File: config.mk
export PLATFORM = sky130hd
export DESIGN_NAME = seg7_scan_decoder_flat
export DESIGN_NICKNAME = d
export VERILOG_FILES = /design/src/rtl/seg7_scan_if.sv /design/src/rtl/seg7_scan_decoder.sv /design/src/flat_wrapper.sv
export SDC_FILE = /design/constraint.sdc
export NUM_CORES = 1
export LEC_CHECK = 0
export ABC_AREA = 1
export BUFFER_PORTS_ARGS = -buffer_cell sky130_fd_sc_hd__buf_2
export CAP_MARGIN = 20
export CORE_MARGIN = 2
export CORE_UTILIZATION = 52
export DETAILED_ROUTE_END_ITERATION = 8
export PLACE_DENSITY = 0.75
export SLEW_MARGIN = 15
export SYNTH_ARGS = -nofsm -noshare
export SYNTH_HDL_FRONTEND = slang
export SYNTH_SLANG_ARGS = --single-unit
export TNS_END_PERCENT = 10
File: constraint.sdc
create_clock -name clk -period 2.34 [get_ports clk]
set_input_delay 0.468 -clock clk [delete_from_list [all_inputs] [get_ports clk]]
set_output_delay 0.468 -clock clk [all_outputs]
set_load 0.01 [all_outputs]
File: src/rtl/seg7_scan_if.sv
// Display readback bus: scanned segment/digit-enable lines in, assembled BCD frame out
// with a valid/ready handshake and an overrun flag.
interface seg7_scan_if #(
    parameter int NUM_DIGITS = 4
);
    logic [6:0]              segIn;
    logic [NUM_DIGITS-1:0]   digitSel;
    logic [4*NUM_DIGITS-1:0] frameBCD;
    logic [NUM_DIGITS-1:0]   frameErr;
    logic                    frameValid;
    logic                    frameReady;
    logic                    overrun;

    // Side that drives the display lines and consumes frames
    modport master (
        output segIn, digitSel, frameReady,
        input  frameBCD, frameErr, frameValid, overrun
    );

    // Decoder side
    modport slave (
        input  segIn, digitSel, frameReady,
        output frameBCD, frameErr, frameValid, overrun
    );
endinterface

File: src/rtl/seg7_scan_decoder.sv
// Recovers BCD digits from a multiplexed common-cathode seven-segment bus.
// Each {seg,sel} dwell is sampled once after it has been stable long enough,
// decoded back to BCD, and staged until every digit has been seen; the finished
// frame is then offered on a valid/ready output.
module seg7_scan_decoder #(
    parameter int NUM_DIGITS    = 4,
    parameter int STABLE_CYCLES = 8
) (
    input logic        clk,
    input logic        rst_n,
    seg7_scan_if.slave bus
);
    localparam int CNT_W = $clog2(STABLE_CYCLES + 2);
    localparam logic [CNT_W-1:0] CNT_SAMPLE = CNT_W'(STABLE_CYCLES);
    localparam logic [CNT_W-1:0] CNT_MAX    = CNT_W'(STABLE_CYCLES + 1);

    logic [6:0]              seg_p0;
    logic [NUM_DIGITS-1:0]   sel_p0;
    logic [CNT_W-1:0]        cnt_p0;
    logic [NUM_DIGITS-1:0]   mask;
    logic [4*NUM_DIGITS-1:0] stage_bcd;
    logic [NUM_DIGITS-1:0]   stage_err;

    logic                    changed;
    logic                    sample;
    logic                    complete;
    logic [4:0]              dec;
    logic [4*NUM_DIGITS-1:0] next_bcd;
    logic [NUM_DIGITS-1:0]   next_err;

    // {err, nibble}; anything that is not a clean 0-9 glyph (blank included) is an error
    function automatic logic [4:0] decode_seg(input logic [6:0] s);
        case (s)
            7'h7E:   decode_seg = {1'b0, 4'd0};
            7'h30:   decode_seg = {1'b0, 4'd1};
            7'h6D:   decode_seg = {1'b0, 4'd2};
            7'h79:   decode_seg = {1'b0, 4'd3};
            7'h33:   decode_seg = {1'b0, 4'd4};
            7'h5B:   decode_seg = {1'b0, 4'd5};
            7'h5F:   decode_seg = {1'b0, 4'd6};
            7'h70:   decode_seg = {1'b0, 4'd7};
            7'h7F:   decode_seg = {1'b0, 4'd8};
            7'h7B:   decode_seg = {1'b0, 4'd9};
            default: decode_seg = {1'b1, 4'hF};
        endcase
    endfunction

    // Dwell detection, sample qualification and the frame as it would look with this sample merged in
    always_comb begin
        changed  = (bus.segIn != seg_p0) || (bus.digitSel != sel_p0);
        sample   = (cnt_p0 == CNT_SAMPLE) && $onehot(sel_p0);
        complete = &(mask | sel_p0);
        dec      = decode_seg(seg_p0);
        next_bcd = stage_bcd;
        next_err = stage_err;
        for (int i = 0; i < NUM_DIGITS; i++) begin
            if (sel_p0[i]) begin
                next_bcd[4*i +: 4] = dec[3:0];
                next_err[i]        = dec[4];
            end
        end
    end

    // ---- stage p0: input register and stability counter
    always_ff @(posedge clk or negedge rst_n) begin
        if (!rst_n) begin
            seg_p0 <= '0;
            sel_p0 <= '0;
            cnt_p0 <= '0;
        end else begin
            seg_p0 <= bus.segIn;
            sel_p0 <= bus.digitSel;
            if (changed)
                cnt_p0 <= '0;
            else if (cnt_p0 != CNT_MAX)
                cnt_p0 <= cnt_p0 + CNT_W'(1);
        end
    end

    // ---- stage p1: digit staging, frame completion and output handshake
    always_ff @(posedge clk or negedge rst_n) begin
        if (!rst_n) begin
            mask           <= '0;
            stage_bcd      <= '0;
            stage_err      <= '0;
            bus.frameBCD   <= '0;
            bus.frameErr   <= '0;
            bus.frameValid <= 1'b0;
            bus.overrun    <= 1'b0;
        end else begin
            bus.overrun <= 1'b0;
            if (bus.frameValid && bus.frameReady)
                bus.frameValid <= 1'b0;
            if (sample) begin
                stage_bcd <= next_bcd;
                stage_err <= next_err;
                if (complete) begin
                    mask <= '0;
                    if (!bus.frameValid || bus.frameReady) begin
                        bus.frameBCD   <= next_bcd;
                        bus.frameErr   <= next_err;
                        bus.frameValid <= 1'b1;
                    end else begin
                        bus.overrun <= 1'b1;
                    end
                end else begin
                    mask <= mask | sel_p0;
                end
            end
        end
    end
endmodule

File: src/flat_wrapper.sv
// flat-port wrapper written by rule: the top's interface ports become plain ports
module seg7_scan_decoder_flat 
#(
    parameter int NUM_DIGITS    = 4,
    parameter int STABLE_CYCLES = 8
)
  (clk, rst_n, bus_segIn, bus_digitSel, bus_frameReady, bus_frameBCD, bus_frameErr, bus_frameValid, bus_overrun);
  seg7_scan_if #(.NUM_DIGITS(NUM_DIGITS)) bus_i ();
  input logic clk;
  input logic rst_n;
  input wire logic [$bits(bus_i.segIn)-1:0] bus_segIn;
  input wire logic [$bits(bus_i.digitSel)-1:0] bus_digitSel;
  input wire logic [$bits(bus_i.frameReady)-1:0] bus_frameReady;
  output wire logic [$bits(bus_i.frameBCD)-1:0] bus_frameBCD;
  output wire logic [$bits(bus_i.frameErr)-1:0] bus_frameErr;
  output wire logic [$bits(bus_i.frameValid)-1:0] bus_frameValid;
  output wire logic [$bits(bus_i.overrun)-1:0] bus_overrun;
  assign bus_i.segIn = bus_segIn;
  assign bus_i.digitSel = bus_digitSel;
  assign bus_i.frameReady = bus_frameReady;
  assign bus_frameBCD = bus_i.frameBCD;
  assign bus_frameErr = bus_i.frameErr;
  assign bus_frameValid = bus_i.frameValid;
  assign bus_overrun = bus_i.overrun;
  seg7_scan_decoder #(.NUM_DIGITS(NUM_DIGITS), .STABLE_CYCLES(STABLE_CYCLES)) u_core (.clk(clk), .rst_n(rst_n), .bus(bus_i));
endmodule
==> results of run 1 <==
==> how the worst min path moves through the flow <==
stage / end / slack (ns) / depth (start not counted)
final: u_core.stage_bcd[7] / 0.1 / 1
after CTS: u_core.bus.overrun / 0.1 / 1
after global routing: u_core.bus.frameValid / 0.12 / 1
after global placement: u_core.stage_bcd[13] / 0.45 / 2
after floorplan: u_core.bus.frameBCD[0] / 0.17 / 0
after detailed placement: u_core.bus.frameBCD[4] / 0.46 / 1
==> state kept, by name, indices dropped and copies added, names as in the netlist <==
signal                 count
u_core.stage_err           4
u_core.cnt_p0              4
u_core.sel_p0              4
u_core.bus.overrun         1
u_core.stage_bcd          16
u_core.bus.frameErr        4
u_core.mask                4
u_core.bus.frameValid      1
u_core.seg_p0              7
u_core.bus.frameBCD       16
==> worst max-delay path, stage by stage, from the launching register on <==
cell and delay, ns:
dfrtp_1 0.38, ha_1 0.31, ha_2 0.19, fa_1 0.43, inv_1 0.07, nand3_2 0.08
inv_2 0.07, nand2_2 0.06, nor2_4 0.13, buf_12 0.14, buf_4 0.13, inv_6 0.06
nand2_1 0.06, nand2_1 0.05
==> cells in the final DEF, fill, tap and decap left out, types with 2 or more instances in the layout <==
cell type,n
nand2_1,105
bufinv_16,2
buf_2,35
a21oi_1,9
o21ai_0,16
o21a_1,2
buf_12,3
nand2_2,4
buf_6,2
clkbuf_8,11
nor2_1,30
nand4_1,4
nand3_2,2
buf_4,10
dfrtp_1,61
inv_2,7
nor2_2,3
clkinv_2,2
xor2_1,4
inv_1,33
inv_6,2
nand3_1,35
xnor2_1,4
ha_1,5
nor2_4,3
nor3_1,4
or2_2,7
o21ai_1,10
==> area by class of cell <==
cell class | count | area [sq um]
multi-input combinational | 255 | 1280
tap | 72 | 90.1
timing repair inverter | 2 | 17.5
inverter | 41 | 166
clock buffer | 12 | 155
timing repair buffer | 50 | 333
sequential | 61 | 1530
clock inverter | 4 | 70.1
fill | 476 | 1940
==> layer usage <==
metal  routed length [um]  share of wire (%)
met1                 2810                 42
met5                    0                  0
met2                 3300                 49
met3                  383                5.7
met4                  194                2.9
==> through the flow <==
step | TNS (ns) | std cells
after global placement | 0 | 475
after floorplan | 0 | 366
after detailed placement | 0 | 475
after CTS | 0 | 491
after global routing | -0.0862 | 497
final | 0 | 497
==> timing repair <==
action,CTS,global route
endpoints found under the setup margin,0,9
hold buffers,0,0
resized for setup,0,8
setup buffers,0,4
==> power by group through the flow <==
stage	registers (uW)	clock network [uW]	logic, uW
after global routing	1080	1120	167
after CTS	1080	1080	147
after floorplan	1090	0	85.4
after global placement	1100	0	141
final	1080	1060	147
after detailed placement	1100	0	147
==> cell families after synthesis <==
| group | count (synthesis) | share of synthesized area [%] |
|---|---|---|
| buffers and inverters | 50 | 7.55 |
| AOI/OAI and AO/OA | 38 | 6.56 |
| DFF | 61 | 50.3 |
| and+or+nand+nor | 202 | 30.1 |
| xor gates and xnor gates | 8 | 2.31 |
| adders and majority gates | 7 | 3.14 |
==> out/qor.yml, run 1 <==
detailed_routing:
  remaining_drc_errors: 0
  wl_per_cell_um: 13.5
  vias_per_cell: 5.14
  drt_pass1_iterations: 4
  first_iter_violations: 187
  antenna_left: 0
  vias: 2557
  routed_wirelength_um: 6700
grt:
  use_met1_pct: 27.2
  top_usage_layer: "met2"
  antenna_found_initial: 0
  grt_pass1_wl_um: 11000
  grt_overflow: 0
  use_met3_pct: 4.61
  met2_usage_pct: 37.6
  grt_usage_pct: 22.8
  grt_max_degree: 42
  first_global_vias: 2532
synthesis:
  yosysTopAreaCellShare_pct: 50.3
  mappedNetlistArea_sq_um: 3030
  synth_nets: 387
  synth_edf_count: 0
  ys_seq_elements: 61
  synthArstFlopShare_pct: 100
  post_synth_inst_count: 366
  yosysSeqAreaShare_pct: 50.3
  yosys-top-cells-count: "nand2_1, dfrtp_1, nand3_1"
  synth_cell_types: 31
  synthFlopType: "dfrtp_1"
  postSynthAreaPerCell_sq_um: 8.29
  synth.top_cells.by_area: "dfrtp_1, nand2_1, nand3_1"
  synth.most_common_cell: "nand2_1"
  ys_warn_count: 0
  synth_top_area_cell: "dfrtp_1"
cts:
  cts_buffers: 9
  h-tree-depth: 3
  clock-sinks: 61
  clockBufferDepth: 2
  cts.clk_slew.worst_paths_ns: 0.07
  cts_root_buffer: "clkbuf_8"
  cts_tree: "done"
  clkLatencyLatePin_ns: 0.33
critical_path:
  reg2regPathDepth: 13
  required_ns: 2.56
  reg2reg_from: "u_core.sel_p0[3]"
  crit_arrival_ns: 2.51
  crit_path_max_fanout: 13
  setup.worst_path.end: "u_core.bus.frameBCD[4]"
  setup.worst_path.class: "reg -> reg"
  r2r-end: "u_core.bus.frameBCD[4]"
  cp-end-kind: "flip-flop"
  crit_start: "u_core.sel_p0[3]"
  r2r_slack_ns: 0.05
  startpoint_type: "flip-flop"
placed_design:
  pre_cts_ws_ns: 0.0925
  dpl_cell_area_sq_um: 3320
  portBuffers: 35
  hpwl_um: 4670
  place_congestion: 0.808
power:
  internal-power_uw: 1770
  p_seq_share_pct: 47.1
  p_clk_share_pct: 46.5
  swShare_pct: 22.6
  p_sw_uw: 516
  p_leak_uw: 0.00191
  power_frac_comb_pct: 6.4
  ir_worst_vdd_uv: 392
  pwr_density_cell_nw_per_um2: 628
  finalPower_uw: 2280
timing:
  fmax_ghz: 0.437
  fin_ws_ns: 0.0496
  worstMarginPinSlew_ns: 0.647
  skew_ns: 0.00998
  slew_headroom_pct: 56.7
  fin_crit_sh_pct: 97.9
  finalSetupViolCount: 0
  hold_ws_ns: 0.0982
  finalHoldViolations: 0
  drv_slew: 0
  period_needed_ns: 2.29
cells_and_area:
  final_net_count: 441
  synthToLayoutAreaGrowth_pct: 20.0
  layout-drive-gt1-share_pct: 23.1
  final_area_sq_um: 3640
  utilization_pct: 65.3
  num_antenna_cells: 0
run_status:
  status: "complete, no violations"
floorplanning:
  fp.dieArea_sq_um: 6460
  die_w_um: 80.4
  io_pins: 36
  initial_core_util_pct: 54.4
  coreArea_sq_um: 5570
  die_h_um: 80.4
  std_cell_rows: 27
flow_run:
  maxCapViolations: 0
worst_hold_path:
  min_path_type: "in -> async"
Note: power is estimated with default switching activity, not from simulation.
==> inputs of run 2 (changes only) <==
--- a/config.mk
+++ b/config.mk
@@ -11,7 +11,7 @@
 export CORE_MARGIN = 2
 export CORE_UTILIZATION = 52
 export DETAILED_ROUTE_END_ITERATION = 8
-export PLACE_DENSITY = 0.75
+export PLACE_DENSITY_LB_ADDON = 0.1
 export SLEW_MARGIN = 15
 export SYNTH_ARGS = -nofsm -noshare
 export SYNTH_HDL_FRONTEND = slang
==> constraint.sdc (replaced) <==
create_clock -name clk -period 2.34 [get_ports clk]
set_input_delay 0 -clock clk [delete_from_list [all_inputs] [get_ports clk]]
set_output_delay 0 -clock clk [all_outputs]
set_load 0.01 [all_outputs]
==> run 2 against run 1 <==
Compared with the run above:
- sequential share of layout area shrank 1.8 points
- first-iteration DRC count fell by 28%
- clock skew fell by 0.0028 ns
- clock power down 7%
- setup slack improved by 0.011 ns
- non-clock buffer count is 17 higher
- flip-flop and latch count did not move
- critical endpoint is now u_core.bus.frameBCD[9]
- highest routed layer unchanged
==> out/qor.yml, run 2 (same netlist as run 1, synthesis figures left out) <==
grt:
  grt_usage_pct: 23.7  # +0.96 points
  antenna_found_initial: 0  # unchanged
  grt_max_degree: 28  # -33%
  first_global_vias: 2484  # -1.9%
  grt_overflow: 0  # unchanged
  grt_pass1_wl_um: 11300  # +2.4%
power:
  p_clk_share_pct: 44.3  # -2.2 points
  p_leak_uw: 0.00197  # +3.0%
  swShare_pct: 23.7  # +1.1 points
  internal-power_uw: 1710  # -3.5%
  ir_worst_vdd_uv: 408  # +4.3%
  finalPower_uw: 2230  # -2.2%
  p_sw_uw: 529  # +2.4%
  power_frac_comb_pct: 7.5  # +1.1 points
  pwr_density_cell_nw_per_um2: 588  # -6.3%
  p_seq_share_pct: 48.2  # +1.1 points
placed_design:
  portBuffers: 35  # unchanged
  place_congestion: 0.864  # +6.9%
  dpl_cell_area_sq_um: 3320  # about the same
  hpwl_um: 4810  # +3.0%
  pre_cts_ws_ns: 0.0625  # -0.0300 ns
flow_run:
  maxCapViolations: 0  # unchanged
detailed_routing:
  routed_wirelength_um: 7090  # +5.9%
  drt_pass1_iterations: 4  # unchanged
  first_iter_violations: 134  # -28%
  antenna_left: 0  # unchanged
  vias_per_cell: 5.08  # -1.3%
  wl_per_cell_um: 13.8  # +2.4%
  remaining_drc_errors: 0  # unchanged
  vias: 2611  # +2.1%
cts:
  cts_buffers: 9  # unchanged
  cts_tree: "done"
  clockBufferDepth: 2  # unchanged
  h-tree-depth: 3  # unchanged
  clkLatencyLatePin_ns: 0.34  # about the same
  cts_root_buffer: "clkbuf_8"
  clock-sinks: 61  # unchanged
  cts.clk_slew.worst_paths_ns: 0.07  # about the same
cells_and_area:
  final_area_sq_um: 3800  # +4.4%
  utilization_pct: 68.2  # +2.9 points
  largestRegisters: "u_core.bus.frameBCD: 16 flops, u_core.stage_bcd: 16 flops, u_core.seg_p0: 7 flops"
  layout-drive-gt1-share_pct: 24.7  # +1.6 points
  final_common_cell: "nand2_1"
  layout_common_cells: "nand2_1, dfrtp_1, nand3_1, buf_2, inv_1"
  num_antenna_cells: 0  # unchanged
  synthToLayoutAreaGrowth_pct: 25.3
  final_net_count: 458  # +3.9%
floorplanning:
  die_h_um: 80.4  # unchanged
  io_pins: 36  # unchanged
  fp.dieArea_sq_um: 6460  # unchanged
  die_w_um: 80.4  # unchanged
  initial_core_util_pct: 54.4  # unchanged
  coreArea_sq_um: 5570  # unchanged
  std_cell_rows: 27  # unchanged
timing:
  fmax_ghz: 0.439  # +0.47%
  finalHoldViolations: 0  # unchanged
  drv_slew: 0  # unchanged
  skew_ns: 0.00717  # -0.00281 ns
  fin_crit_sh_pct: 97.4  # -0.46 points
  finalSetupViolCount: 0  # unchanged
  fin_ws_ns: 0.0604  # +0.0107 ns
  slew_headroom_pct: 58.7  # +2.0 points
  worstMarginPinSlew_ns: 0.617  # -0.0295 ns
  period_needed_ns: 2.28  # -0.0107 ns
  rsz0062_at_grt: "yes"
critical_path:
  crit_start: "u_core.sel_p0[0]"
  startpoint_type: "flip-flop"
  cp-end-kind: "flip-flop"
  slowest_stage: "fa_1"
  crit_arrival_ns: 2.51  # about the same
  critPathMaxStageDelay_ns: 0.44  # about the same
  reg2regPathDepth: 13  # unchanged
  crit_path_max_fanout: 13  # unchanged
  crit_path_cell_trace: "ha_1, ha_2, fa_1, inv_2, nand3_4, inv_2, nand2_2, nor2_4, buf_12, buf_6, inv_8, nand2_1, o21ai_1"
  r2r_slack_ns: 0.06  # about the same
  critical_path.top_delay_family: "adder cells"
  cp_num_cells: 13  # unchanged
  r2r-end: "u_core.bus.frameBCD[9]"
  reg2reg_from: "u_core.sel_p0[0]"
  setup.worst_path.class: "reg -> reg"
  required_ns: 2.57  # about the same
  critPathBufInv: 5  # unchanged
  crit_top_cell: "inv_2"
run_status:
  status: "complete, no violations"
worst_hold_path:
  min_path_type: "in -> async"
## run 2: worst max-delay path by stage
stage,slack [ns],endpoint
after floorplan,0.16,u_core.bus.frameBCD[2]
after global placement,0.14,u_core.stage_bcd[10]
final,0.06,u_core.bus.frameBCD[9]
after global routing,-0.03,u_core.bus.frameBCD[5]
after CTS,0.05,u_core.bus.frameBCD[6]
after detailed placement,0.06,u_core.bus.frameBCD[6]
## run 2: layout make-up
type,instances,area [sq um]
Multi-Input combinational cell,255,1310
Timing Repair Buffer,67,479
Fill cell,470,1770
Timing Repair inverter,2,20.0
Inverter,41,166
Clock inverter,3,42.5
Sequential cell,61,1530
Clock buffer,13,169
Tap cell,72,90.1
## run 2: power by group through the flow
stage / clock [uW] / sequential (uW) / combinational (uW)
after global placement: 0 / 1100 / 143
after floorplan: 0 / 1090 / 85.4
final: 991 / 1080 / 167
after global routing: 1050 / 1080 / 189
after CTS: 1010 / 1080 / 163
after detailed placement: 0 / 1100 / 146
## run 2: stage by stage
step                hold slack (ns)  TNS [ns]  instances
floorplan                    -0.296         0        366
global placement             0.0432         0        477
global route                  0.267    -0.534        514
CTS                           0.212         0        506
finish                        0.202         0        514
detailed placement           0.0480         0        477
## run 2: what timing repair did
item,CTS,global route
setup buffers,0,7
hold buffers,13,0
endpoints found under the hold margin,38,0
resized for setup,0,22
setup endpoints to repair,0,28
## run 2: metal layers
| layer | share of wire [%] | wire (um) | up-vias | track usage (%) |
|---|---|---|---|---|
| li1 | - | - | 1299 | - |
| met1 | 43 | 3070 | 1244 | 30.8 |
| met2 | 50 | 3510 | 61 | 38.5 |
| met3 | 5.9 | 419 | 7 | 3.71 |
| met4 | 1.2 | 85 | 0 | 12.0 |
| met5 | 0 | 0 | - | 0 |
